==> src/rtl/i2s_transceiver.sv <==
// i2s_transceiver: I2S master generating MCLK/BCLK/LRCLK, stereo TX and RX.
// Optional I2S_LOOPBACK_EN adds a loopback input that retransmits captured RX.
module i2s_transceiver #(
  parameter int SAMPLE_W  = 16,
  parameter int SLOT_W    = 32,
  parameter int MCLK_DIV  = 4,
  parameter int BCLK_HALF = 8
) (
  input  logic                Clk,
  input  logic                Reset_n,
  input  logic                en,
  input  logic [SAMPLE_W-1:0] tx_left,
  input  logic [SAMPLE_W-1:0] tx_right,
  input  logic                tx_valid,
  output logic                tx_ready,
  output logic                tx_underrun,
  output logic [SAMPLE_W-1:0] rx_left,
  output logic [SAMPLE_W-1:0] rx_right,
  output logic                rx_valid,
  output logic                busy,
  output logic                mclk,
  output logic                bclk,
  output logic                lrclk,
  output logic                sdout,
  input  logic                sdin
`ifdef I2S_LOOPBACK_EN
  ,
  input  logic                loopback
`endif
);

  localparam int MW    = $clog2(MCLK_DIV);
  localparam int HW    = $clog2(BCLK_HALF);
  localparam int BW    = $clog2(SLOT_W);
  localparam int MHALF = MCLK_DIV / 2;

  typedef enum logic [1:0] {
    IDLE,
    RUN,
    DRAIN
  } state_t;

  state_t state_q;
  state_t state_d;

  logic [MW-1:0] mclk_cnt;
  logic [HW-1:0] half_q;
  logic [BW-1:0] b_q;
  logic [BW-1:0] b_nx;

  logic tick;
  logic rise;
  logic fall;
  logic b_wrap;
  logic lr_nx;
  logic frame_end;
  logic enter;
  logic frame_start;
  logic stop;
  logic tx_bit_en;
  logic rx_bit_en;
  logic rx_done;
  logic use_loop;
  logic accept;
  logic hold_full;
  logic sdin_m;
  logic sdin_s;

  logic [SAMPLE_W-1:0] hold_l;
  logic [SAMPLE_W-1:0] hold_r;
  logic [SAMPLE_W-1:0] ld_l;
  logic [SAMPLE_W-1:0] ld_r;
  logic [SAMPLE_W-1:0] tx_l_sh;
  logic [SAMPLE_W-1:0] tx_r_sh;
  logic [SAMPLE_W-1:0] rx_l_sh;
  logic [SAMPLE_W-1:0] rx_r_sh;
  logic [SAMPLE_W-1:0] rx_l_nx;
  logic [SAMPLE_W-1:0] rx_r_nx;

`ifdef I2S_LOOPBACK_EN
  assign use_loop = loopback;
`else
  assign use_loop = 1'b0;
`endif

  assign tick      = (state_q != IDLE) &&
                     (half_q == HW'(BCLK_HALF - 1));
  assign rise      = tick && !bclk;
  assign fall      = tick && bclk;
  assign b_wrap    = (b_q == BW'(SLOT_W - 1));
  assign b_nx      = b_wrap ? '0 : b_q + BW'(1);
  assign lr_nx     = b_wrap ? ~lrclk : lrclk;
  assign frame_end = fall && b_wrap && lrclk;
  assign enter     = (state_q == IDLE) && en;

  // A frame boundary keeps running unless an undisturbed drain ends here.
  assign frame_start = enter ||
                       (frame_end && (state_q == RUN || en));
  assign stop        = frame_end && (state_q == DRAIN) && !en;

  assign tx_bit_en = fall && (b_nx != '0) &&
                     (b_nx <= BW'(SAMPLE_W));
  assign rx_bit_en = rise && (b_q != '0) &&
                     (b_q <= BW'(SAMPLE_W));
  assign rx_done   = rx_bit_en && lrclk &&
                     (b_q == BW'(SAMPLE_W));

  assign accept   = tx_valid && !hold_full;
  assign tx_ready = !hold_full;
  assign busy     = (state_q != IDLE);

  assign ld_l = use_loop ? rx_left :
                (hold_full ? hold_l : '0);
  assign ld_r = use_loop ? rx_right :
                (hold_full ? hold_r : '0);

  assign rx_l_nx = SAMPLE_W'({rx_l_sh, sdin_s});
  assign rx_r_nx = SAMPLE_W'({rx_r_sh, sdin_s});

  // Free-running codec master clock, independent of the run state.
  always_ff @(posedge Clk or negedge Reset_n) begin
    if (!Reset_n) begin
      mclk_cnt <= '0;
      mclk     <= 1'b0;
    end else if (mclk_cnt == MW'(MHALF - 1)) begin
      mclk_cnt <= '0;
      mclk     <= ~mclk;
    end else begin
      mclk_cnt <= mclk_cnt + MW'(1);
    end
  end

  // Run-state register.
  always_ff @(posedge Clk or negedge Reset_n) begin
    if (!Reset_n) begin
      state_q <= IDLE;
    end else begin
      state_q <= state_d;
    end
  end

  // Next state: drain finishes the frame in flight before idling.
  always_comb begin
    state_d = state_q;
    unique case (state_q)
      IDLE: begin
        if (en) state_d = RUN;
      end
      RUN: begin
        if (!en) state_d = DRAIN;
      end
      DRAIN: begin
        if (en) state_d = RUN;
        else if (stop) state_d = IDLE;
      end
      default: state_d = IDLE;
    endcase
  end

  // BCLK half-period counter, bit index and word select.
  always_ff @(posedge Clk or negedge Reset_n) begin
    if (!Reset_n) begin
      half_q <= '0;
      bclk   <= 1'b0;
      b_q    <= '0;
      lrclk  <= 1'b0;
    end else if (enter) begin
      half_q <= '0;
      bclk   <= 1'b0;
      b_q    <= '0;
      lrclk  <= 1'b0;
    end else if (state_q != IDLE) begin
      if (tick) begin
        half_q <= '0;
        bclk   <= ~bclk;
      end else begin
        half_q <= half_q + HW'(1);
      end
      if (fall) begin
        b_q   <= b_nx;
        lrclk <= lr_nx;
      end
    end
  end

  // Holding register: one pair queued ahead of the frame on the wire.
  always_ff @(posedge Clk or negedge Reset_n) begin
    if (!Reset_n) begin
      hold_full <= 1'b0;
      hold_l    <= '0;
      hold_r    <= '0;
    end else if (accept) begin
      hold_full <= 1'b1;
      hold_l    <= tx_left;
      hold_r    <= tx_right;
    end else if (frame_start && !use_loop) begin
      hold_full <= 1'b0;
    end
  end

  // TX shifters: load at frame start, emit MSB-first on falling edges.
  always_ff @(posedge Clk or negedge Reset_n) begin
    if (!Reset_n) begin
      tx_l_sh     <= '0;
      tx_r_sh     <= '0;
      sdout       <= 1'b0;
      tx_underrun <= 1'b0;
    end else begin
      tx_underrun <= frame_start && !hold_full && !use_loop;
      if (frame_start) begin
        tx_l_sh <= ld_l;
        tx_r_sh <= ld_r;
      end else if (tx_bit_en) begin
        if (lr_nx) tx_r_sh <= tx_r_sh << 1;
        else tx_l_sh <= tx_l_sh << 1;
      end
      if (enter) begin
        sdout <= 1'b0;
      end else if (fall) begin
        sdout <= tx_bit_en &&
                 (lr_nx ? tx_r_sh[SAMPLE_W-1]
                        : tx_l_sh[SAMPLE_W-1]);
      end
    end
  end

  // Two-stage synchroniser for the codec data line.
  always_ff @(posedge Clk or negedge Reset_n) begin
    if (!Reset_n) begin
      sdin_m <= 1'b0;
      sdin_s <= 1'b0;
    end else begin
      sdin_m <= sdin;
      sdin_s <= sdin_m;
    end
  end

  // RX shifters sample on rising edges; publish both channels together.
  always_ff @(posedge Clk or negedge Reset_n) begin
    if (!Reset_n) begin
      rx_l_sh  <= '0;
      rx_r_sh  <= '0;
      rx_left  <= '0;
      rx_right <= '0;
      rx_valid <= 1'b0;
    end else begin
      rx_valid <= rx_done;
      if (rx_bit_en) begin
        if (lrclk) rx_r_sh <= rx_r_nx;
        else rx_l_sh <= rx_l_nx;
      end
      if (rx_done) begin
        rx_left  <= rx_l_sh;
        rx_right <= rx_r_nx;
      end
    end
  end

endmodule
==> config.mk <==
export PLATFORM = sky130hd
export DESIGN_NAME = i2s_transceiver
export DESIGN_NICKNAME = d
export VERILOG_FILES = /design/src/rtl/i2s_transceiver.sv
export SDC_FILE = /design/constraint.sdc
export NUM_CORES = 1
export LEC_CHECK = 0
export CAP_MARGIN = 20
export CORE_MARGIN = 10
export CORE_UTILIZATION = 50
export CTS_CLUSTER_DIAMETER = 40
export DETAILED_ROUTE_END_ITERATION = 10
export PLACE_DENSITY_LB_ADDON = 0.15
export RECOVER_POWER = 100
export REMOVE_ABC_BUFFERS = 1
export SETUP_SLACK_MARGIN = 0.4
export SLEW_MARGIN = 0
export SYNTH_ARGS = -nofsm -noshare
export SYNTH_HDL_FRONTEND = slang
export SYNTH_SLANG_ARGS = --single-unit
==> constraint.sdc <==
create_clock -name Clk -period 2.8 [get_ports Clk]
set_clock_uncertainty 0.05 [all_clocks]
set_input_delay 0.7 -clock Clk [delete_from_list [all_inputs] [get_ports Clk]]
set_output_delay 0.7 -clock Clk [all_outputs]
set_load 0.1 [all_outputs]
==> reports/summary.log <==
INFO  status         run_status=complete, no violations
INFO  clock_network  clk_pin_slew=0.06ns
INFO  worst_setup_path timing_worst_setup_path_type=flip-flop to flip-flop
INFO  worst_setup_path r2r_cells=10
INFO  global_routing number_of_antenna_violations_at_the_first_check_in_global_routing=0
INFO  place          routabilityCongestion=0.7210
INFO  synthesis      postSynthAreaPerCell=13.11um2
INFO  drt            firstDrtPassIters=4
INFO  drt            detailroute.via_count=3,890
INFO  drt            routed_wire_length_per_instance=15.51um
INFO  sta            final_period_utilization=0.9034
INFO  drt            postRouteAntennaNets=0
INFO  clock_network  clock_tree.root_cell=sky130_fd_sc_hd__clkbuf_16
INFO  drt            drc_errors=0
INFO  synthesis      synth_seq_cells=148
INFO  flow_run       drv.max_cap_violation_count=0
INFO  worst_setup_path worstSetupStartpointType=flip-flop
INFO  synthesis      synth_largest_type_area_fraction=0.5896
INFO  synthesis      synth.top_cells.by_area=sky130_fd_sc_hd__dfrtp_1, sky130_fd_sc_hd__mux2_1, sky130_fd_sc_hd__mux2_2
INFO  synthesis      ys_warn_count=0
INFO  cells_and_area layout_commonest_cell=sky130_fd_sc_hd__dfrtp_1
INFO  sta            timing.final.max_slew_violations=0
INFO  sta            timing.hold.ws=0.3053ns
INFO  synthesis      post-synth-top-area-cell=sky130_fd_sc_hd__dfrtp_1
INFO  synthesis      seq_area_frac_synth=0.5896
INFO  synthesis      synth-async-reset-ratio=1.000
INFO  place          port-buffer-count=76
INFO  clock_network  max-clock-path-buffers=2
INFO  worst_setup_path critPathMaxFanout=16
INFO  sta            timing.final.ws_setup=0.2706ns
INFO  die            die_width=132.1um
INFO  drt            detail_route.iter0.violations=220
INFO  sta            setup-violations-final=0
INFO  worst_setup_path launch_instance_of_the_worst_register_to_register_path=b_q[1]
INFO  clock_network  tritoncts=built
INFO  pwr            power_per_cell_area=819.6nW/um2
INFO  min_path       whs_endpoint=sdin_s
INFO  cells_and_area synthToLayoutAreaGrowth=24.30%
INFO  die            core_area=12,160um2
INFO  global_routing grt_util_all_layers=0.1404
INFO  die            placementRows=40
INFO  clock_network  cts_num_sinks=148
INFO  sta            grt_setup_unrepaired=true
INFO  global_routing first_global_vias=4,105
INFO  synthesis      synthesis.area=6281um2
INFO  clock_network  post_cts_hold_buffer_count=0
INFO  pwr            max-vdd-ir-drop=0.0003830V
INFO  worst_setup_path cp-end-kind=flip-flop
INFO  drt            drt-total-wl=11,690um
INFO  cells_and_area finalNetCount=615
INFO  synthesis      number_of_instances_in_the_synthesized_netlist=479
INFO  min_path       hold_class=flip-flop to flip-flop
INFO  place          detailed_placement_hpwl=7484um
INFO  sta            final-hold-violation-count=0
INFO  sta            finalCriticalPeriod=2.529ns
INFO  clock_network  clock_tree.htree_level_count=4
INFO  sta            worst_pin_slew=1.193ns
INFO  die            die_h=132.1um
INFO  clock_network  numCtsBuffers=17
INFO  sta            worst_slew_margin_rel=0.2083
INFO  min_path       whs_path_depth=0
INFO  pwr            leakage=3.762nW
INFO  sta            totalNegativeSetupSlack=0ns
INFO  worst_setup_path crit_required=3.04ns
INFO  sta            fmax=395.4MHz
INFO  cells_and_area layout_common_cells=sky130_fd_sc_hd__dfrtp_1, sky130_fd_sc_hd__mux2_1, sky130_fd_sc_hd__nand2_1, sky130_fd_sc_hd__clkbuf_1, sky130_fd_sc_hd__o21ai_0
INFO  global_routing grt-ovfl-total=0
INFO  synthesis      synth_ff_type=sky130_fd_sc_hd__dfrtp_1
INFO  die            dieArea=17,450um2
INFO  cells_and_area final_layout_size_suffix_gt1_frac=0.1843
INFO  cells_and_area fillCellCount=1,001
INFO  worst_setup_path slack_of_the_worst_reg_to_reg_path=0.27ns
INFO  synthesis      netlist-cell-type-count=42
INFO  min_path       hold_path_startpoint=sdin_m
INFO  die            initial_standard_cell_utilization_of_the_core=0.5165
INFO  worst_setup_path timing.critical_path.arrival=2.77ns
INFO  drt            detail_route.vias_per_cell=5.159
INFO  synthesis      synth_edf_count=0
INFO  cells_and_area antenna_cells=0
INFO  die            boundaryPins=77
INFO  worst_setup_path crit_path_start=b_q[1]
INFO  clock_network  clk-insertion-delay-late=0.41ns
INFO  place          pre_cts_ws=0.1479ns
INFO  worst_setup_path r2r_end=tx_l_sh[3]
INFO  global_routing grt_start_max_net_pins=62
INFO  global_routing grt_first_pass_wirelength=20,070um
-- flip-flops by register name (all words and copies together) (netlist names), 2 cells and up --
register	cells
tx_l_sh	16
hold_l	16
hold_r	16
rx_right	16
rx_r_sh	15
tx_r_sh	16
b_q	5
rx_l_sh	16
half_q	3
mclk_cnt	2
state_q	2
rx_left	16
-- worst max-delay path by stage --
stage                  endpoint  cells after the start  slack (ns)
floorplan           tx_r_sh[15]                      8       -0.49
global placement     tx_r_sh[3]                      8        0.23
detailed placement   tx_r_sh[5]                      8        0.15
CTS                  tx_l_sh[3]                      9        0.40
global route         tx_l_sh[3]                     10        0.21
finish               tx_l_sh[3]                     10        0.27
-- metrics by stage --
step             util  instance area (um2)  power, W  instances
5_1_grt        0.6420                 7807  0.006738        754
3_5_place_dp   0.5920                 7199  0.003953        711
4_1_cts        0.6593                 8018  0.006584        750
2_1_floorplan       -                 6145  0.003598        453
3_3_place_gp   0.5920                 7199  0.003901        711
6_report       0.6420                 7807  0.006399        754
-- final cells by class --
type | instances | area, um2 | share of cell area
multi-input combinational | 295 | 2387 | 0.3058
clock buffer | 24 | 511.7 | 0.06554
inverter | 10 | 37.54 | 0.004808
tap | 168 | 210.2 | 0.02692
sequential | 148 | 3704 | 0.4744
timing repair buffer | 101 | 789.5 | 0.1011
clock inverter | 8 | 167.7 | 0.02147
-- Yosys cell counts, drive strengths merged (3+ instances only) --
library cell and count:
a21oi 4, o21ai 41, xnor2 4, dfrtp 148, buf 16, nor2b 3, clkbuf 10, nand3 5
nor2 8, nand4 3, mux2 125, inv 10, nand3b 3, ha 5, nand2b 4, mux2i 3
nand2 65
-- worst max-delay path: stages, from the launching register on --
cell and delay (ns):
sky130_fd_sc_hd__dfrtp_1 0.39, sky130_fd_sc_hd__ha_2 0.19, sky130_fd_sc_hd__and3_4 0.18, sky130_fd_sc_hd__ha_4 0.17, sky130_fd_sc_hd__and4_4 0.18, sky130_fd_sc_hd__o22ai_1 0.29, sky130_fd_sc_hd__buf_6 0.16, sky130_fd_sc_hd__o211ai_1 0.08
sky130_fd_sc_hd__a31o_1 0.22, sky130_fd_sc_hd__buf_12 0.16, sky130_fd_sc_hd__mux2_1 0.32
-- cells by family after synthesis --
group,after synthesis,share of synthesized area
compound gates,61,0.05857
flops,148,0.5896
fa+ha+maj,5,0.009960
mux,128,0.2396
simple gates,97,0.06892
xor+xnor,4,0.005577
buf+inv,36,0.02769
-- where the power goes --
part | total, W | leakage (nW) | switching, W | internal (W)
logic | 0.00105 | 1.49 | 0.000502 | 0.000546
registers | 0.00280 | 1.94 | 0.000237 | 0.00257
clock network | 0.00255 | 0.332 | 0.000825 | 0.00172
-- what timing repair did --
action                                  4_1_cts  5_1_grt
endpoints found under the hold margin         0        0
setup buffers                                 6        4
endpoints found under the setup margin       31       30
gates cloned                                  1        0
pin swaps                                     2        5
resized for setup                            15        9
-- per-layer routing --
| metal | vias up | global-route usage | wire length (um) |
|---|---|---|---|
| met3 | 18 | 0.04459 | 488 |
| li1 | 1857 | - | - |
| met1 | 1935 | 0.1682 | 5203 |
| met2 | 80 | 0.2259 | 5835 |
| met5 | - | 0 | 0 |
| met4 | 0 | 0.06366 | 166 |
No activity file was read; power rests on OpenSTA's default activity.
